--- config.mk ---
export PLATFORM = sky130hd
export DESIGN_NAME = mux_arb_rr
export DESIGN_NICKNAME = d
export VERILOG_FILES = /design/src/rtl/mux_arb_pkg.sv /design/src/rtl/rr_pick.sv /design/src/rtl/mux_arb_rr.sv
export SDC_FILE = /design/constraint.sdc
export NUM_CORES = 1
export LEC_CHECK = 0
export BUFFER_PORTS_ARGS = -buffer_cell sky130_fd_sc_hd__buf_2
export CAP_MARGIN = 40
export CORE_MARGIN = 5
export CORE_UTILIZATION = 35
export DETAILED_ROUTE_END_ITERATION = 8
export PLACE_DENSITY = 0.69
export SLEW_MARGIN = 25
export SYNTH_ARGS = -nofsm -noshare
export SYNTH_HDL_FRONTEND = slang
export SYNTH_SLANG_ARGS = --single-unit
--- constraint.sdc ---
create_clock -name clk -period 6.9 [get_ports clk]
set_input_delay 1.035 -clock clk [delete_from_list [all_inputs] [get_ports clk]]
set_output_delay 1.035 -clock clk [all_outputs]
set_load 0.1 [all_outputs]
--- src/rtl/mux_arb_pkg.sv ---
// Shared types for the channel selector/arbiter family.
package mux_arb_pkg;

    typedef enum logic {MODE_MANUAL, MODE_RR} mode_t;
    typedef enum logic {EMPTY, FULL} occ_t;

endpackage

--- src/rtl/rr_pick.sv ---
// Rotating-priority finder: returns the first requesting index at or after ptr, wrapping.
module rr_pick #(
    parameter  int NCH  = 4,
    localparam int SELW = $clog2(NCH)
) (
    input  logic [NCH-1:0]  req,
    input  logic [SELW-1:0] ptr,
    output logic [SELW-1:0] idx,
    output logic            any
);

    int pos;

    // Walk offsets from farthest to nearest so the closest requester after ptr wins.
    always_comb begin
        idx = ptr;
        any = |req;
        pos = 0;
        for (int k = NCH - 1; k >= 0; k--) begin
            pos = int'(ptr) + k;
            if (pos >= NCH) begin
                pos = pos - NCH;
            end
            if (req[pos]) begin
                idx = SELW'(pos);
            end
        end
    end

endmodule

--- src/rtl/mux_arb_rr.sv ---
// NCH-channel registered selector with manual and round-robin modes and a one-deep valid/ready output stage.
module mux_arb_rr
    import mux_arb_pkg::*;
#(
    parameter  int WIDTH = 32,
    parameter  int NCH   = 4,
    localparam int SELW  = $clog2(NCH)
) (
    input  logic                 clk,
    input  logic                 reset_n,
    input  logic                 mode,
    input  logic [SELW-1:0]      sel,
    input  logic [NCH-1:0]       req,
    input  logic [NCH*WIDTH-1:0] data_in,
    output logic [NCH-1:0]       grant,
    output logic [WIDTH-1:0]     data_out,
    output logic [SELW-1:0]      ch_out,
    output logic                 out_valid,
    input  logic                 out_ready
);

    localparam int NPAD = 1 << SELW;

    occ_t             occ_q;
    logic [SELW-1:0]  ptr_q, ptr_d;
    logic [SELW-1:0]  ch_q;
    logic [WIDTH-1:0] data_q;

    logic [SELW-1:0]  cand, rrIdx;
    logic [WIDTH-1:0] capWord;
    logic [NCH-1:0]   grantRaw;
    logic [NPAD-1:0]  reqPad;
    logic             modeRr, loadEn, hit, rrAny, doGrant;

    rr_pick #(.NCH(NCH)) uPick (
        .req (req),
        .ptr (ptr_q),
        .idx (rrIdx),
        .any (rrAny)
    );

    // Zero-padding req to a power of two makes out-of-range manual selects read as "no request".
    assign reqPad = NPAD'(req);
    assign modeRr = (mode_t'(mode) == MODE_RR);

    always_comb begin
        loadEn = (occ_q == EMPTY) || out_ready;
        if (modeRr) begin
            cand = rrIdx;
            hit  = rrAny;
        end else begin
            cand = sel;
            hit  = reqPad[sel];
        end
        doGrant  = loadEn && hit;
        grantRaw = '0;
        capWord  = '0;
        for (int i = 0; i < NCH; i++) begin
            if (cand == SELW'(i)) begin
                grantRaw[i] = doGrant;
                capWord     = data_in[i*WIDTH +: WIDTH];
            end
        end
        ptr_d = ptr_q;
        if (doGrant && modeRr) begin
            ptr_d = (cand == SELW'(NCH - 1)) ? '0 : cand + 1'b1;
        end
    end

    // The flops are already held in reset, so only the visible grant needs gating.
    assign grant = grantRaw & {NCH{reset_n}};

    always_ff @(posedge clk or negedge reset_n) begin
        if (!reset_n) begin
            occ_q  <= EMPTY;
            ptr_q  <= '0;
            ch_q   <= '0;
            data_q <= '0;
        end else begin
            ptr_q <= ptr_d;
            if (doGrant) begin
                data_q <= capWord;
                ch_q   <= cand;
                occ_q  <= FULL;
            end else if ((occ_q == FULL) && out_ready) begin
                occ_q <= EMPTY;
            end
        end
    end

    assign data_out  = data_q;
    assign ch_out    = ch_q;
    assign out_valid = (occ_q == FULL);

endmodule

==> results.md <==
* Status: complete, no violations
* First-pass GRT wire length at approximately 14000 µm
* Routed wire length at 8120 µm
* Worst-path clk slew at 0.07 ns
* Peak Freq at around 220 MHz
* Number of gates resized after cts at 0
* Worst hold path endpoint: data_out[24]
* Pwr Density at 481 mW/mm²
* Port Buffers at 176
* Starting Density at 0.362
* First-pass detailed-route iteration total at 4
* Hold Fails Final Rpt at 0
* Met3 GRT Util at 0.0640
* Worst skew pair latency at ~0.28 ns
* Die X-Extent at approximately 97 µm
* Vias in the first global route at 2941
* Detail Route Antenna Nets at 0
* Reg2reg setup slack at 3.19 ns
* Crit Reg-Reg Endpoint: data_out[17]
* Layout cell share with drive strength beyond 1 at 0.532
* CTS Root Buffer Type: clkbuf_8
* Ys Warns at 0
* # IOs at about 180
* Setup Buffers After CTS at 0
* MaxCap Viol Count at 0
* Clock Tree Buf Depth at 2
* Synth top area share at 0.351
* Final period util at 0.667
* Die Area at about 0.0094 mm²
* Slew margin rel. at 0.527
* Worst hold path startpoint: data_out[24]
* Nets at about 580
* Distinct cells, synth at 26
* Via Count at 2727
* CP Capture Type: output pin
* Core area at around 0.0073 mm²
* CTS buffer count at 5
* P_leak at 0.00185 µW
* Multi-input logic area at 0.00159 mm²
* CTS sink cnt at 37
* Max Slew Vio Count at 0
* Main area contributors after synthesis: dfrtp_1 (35%), a221oi_1 (11%), mux2_2 (9.4%), o31ai_1 (9.1%), mux2_4 (8.5%)
* Max Clock Skew at 0.00673 ns
* Post-synthesis average cell area at 9.78 µm²
* Mapped cell area at 0.00264 mm²
* Post-Syn Nets at 412
* Hold Crit Class: flop to flop
* Critical Path Max Stage Delay at 0.62 ns
* P&R area growth vs syn at 40.6%
* Crit-path cells: buf_2 -> a21boi_0 -> o21ai_0 -> a41oi_1 -> inv_1 -> ha_1 -> buf_4 -> and3_1 -> buf_2
* WL/cell at about 15 µm
* Final min period at 4.61 ns
* Max VDD drop at 0.197 mV
* H-tree levels at 2
* Seq/Total Area, Yosys at 0.351
* Hold Crit Depth at 1
* GRT Total Usage at 0.171
* Synth area leader: dfrtp_1
* Most frequent cells in the layout: buf_2 (176), dfrtp_1 (37), nand2_1 (36)
* Row Count at 31
* Most common cell after layout, fill and taps aside: buf_2
* Cells after Synth at 270
* TritonCTS clock tree: built
* Filler cells at 715
* End-of-flow core utilization at 0.509
* Critical path required time at ~5.9 ns
* Crit Path Category: input port to output pin
* Dpl ws at 2.30 ns
* Routability Congestion at 0.792
* Reg-to-reg startpoint: ptr_q[1]
* Slowest CP cell: ha_1
* Gr busiest metal: met2
* R2r worst-path depth at 11
* Post-DP HPWL at 6530 µm
* Via/cell ratio at 5.12
* Ant. Diodes at 0
* Total power at approximately 1800 µW
* Crit path max fanout at 18
* RSZ-0062 raised after global routing: false
* CP Launch Type: input port
* Starting DRC count in detailed routing at 108
* Register area at a little over 900 µm²
* Final setup violation count at 0
* Remaining Overflow, GRT at 0
* Setup_tns at 0 ns
* Arrival time at the worst endpoint at 3.57 ns
* Most Frequent Cell on Critical Path: buf_2
* #FFs+latches synth at 37
* Hold_buf cts at 0
* Drt drc at 0
* Met2 usage at 0.298
* Final setup margin at about 2.3 ns
* Worst Max-Slew Pin Slew at 0.709 ns
* Top Family by Delay on Critical Path: buffers and inverters
* Initial antenna violation count at 0
* Die Ht at just under 100 µm
* GR Layer Usage met1 at 0.193
* Worst path bufs/invs at 4
* Largest net degree at the start of global routing at between 60 and 70
==> routing by layer <==
layer / wire length, µm / vias up / part of all wire
met5: 0 / - / 0
met4: 129 / 0 / 0.016
met3: 774 / 11 / 0.095
met2: 3930 / 123 / 0.48
met1: 3280 / 1261 / 0.40
li1: - / 1332 / -
==> cell type report <==
type,count,share of cell area
multi-input combinational,201,0.427
inverter,7,0.00707
clock buffer,7,0.0232
timing repair buffer,182,0.260
sequential,37,0.249
tap,99,0.0333
==> how the worst max path moves through the flow <==
stage,endpoint,from,cells past startpoint
after floorplan,grant[3],req[2],8
after global placement,grant[1],req[2],9
after detailed placement,grant[1],req[2],9
after CTS,grant[1],req[2],9
after global routing,grant[1],req[3],9
final,grant[1],req[2],9
==> stage by stage <==
| stage | hold slack, ns | instances | instance area [µm²] |
|---|---|---|---|
| after detailed placement | 0.486 | 526 | 3630 |
| final | 0.503 | 533 | 3710 |
| after global routing | 0.522 | 533 | 3710 |
| after CTS | 0.507 | 533 | 3710 |
| after floorplan | 0.544 | 270 | 2640 |
| after global placement | 0.487 | 524 | 3570 |
==> worst register-to-register path: cells and delay by family (launching register included) <==
| family | cells | cell delay [ns] |
|---|---|---|
| AOI/OAI and AO/OA | 5 | 1.19 |
| buffers and inverters | 3 | 0.79 |
| and+or+nand+nor | 1 | 0.54 |
| adders and majority gates | 1 | 0.47 |
| DFF | 1 | 0.45 |
| muxes | 1 | 0.19 |
==> cell usage after synthesis <==
master    number
a21boi_0       1
dfrtp_1       37
buf_6          3
mux2i_1        2
nand2b_1       3
a41oi_1        1
nand2_1       36
nor2_1         2
o31ai_1       32
a21boi_2       1
a21o_1         1
a221oi_1      32
buf_2          1
o211ai_2       1
ha_1           4
or4_4          1
and3_1         5
nand3_1        1
a21oi_1        3
mux2_4        15
mux2_2        22
inv_1          7
nor2b_1       34
a22o_1         1
clkbuf_1      21
o21ai_0        3
==> logic make-up (layout without fill, tap and decap cells) <==
kind of cell | Yosys count | count (layout) | share of synthesized area
flops | 37 | 37 | 0.351
buf+inv | 32 | 196 | 0.0545
simple gates | 82 | 82 | 0.160
fa+ha+maj | 4 | 4 | 0.0189
compound gates | 76 | 76 | 0.230
mux | 39 | 39 | 0.187
==> state kept, by name, summed over array words and instances (netlist names) <==
name and count:
ch_out 2, data_out 32, out_valid 1, ptr_q 2
==> report_power, final <==
part | total [µW] | switching, µW | leakage, µW | internal (µW)
clock network | 152 | 72.7 | 0.0000443 | 79.3
logic | 1260 | 955 | 0.00136 | 307
registers | 372 | 55.0 | 0.000452 | 317
Note: power is estimated with default switching activity, not from simulation.
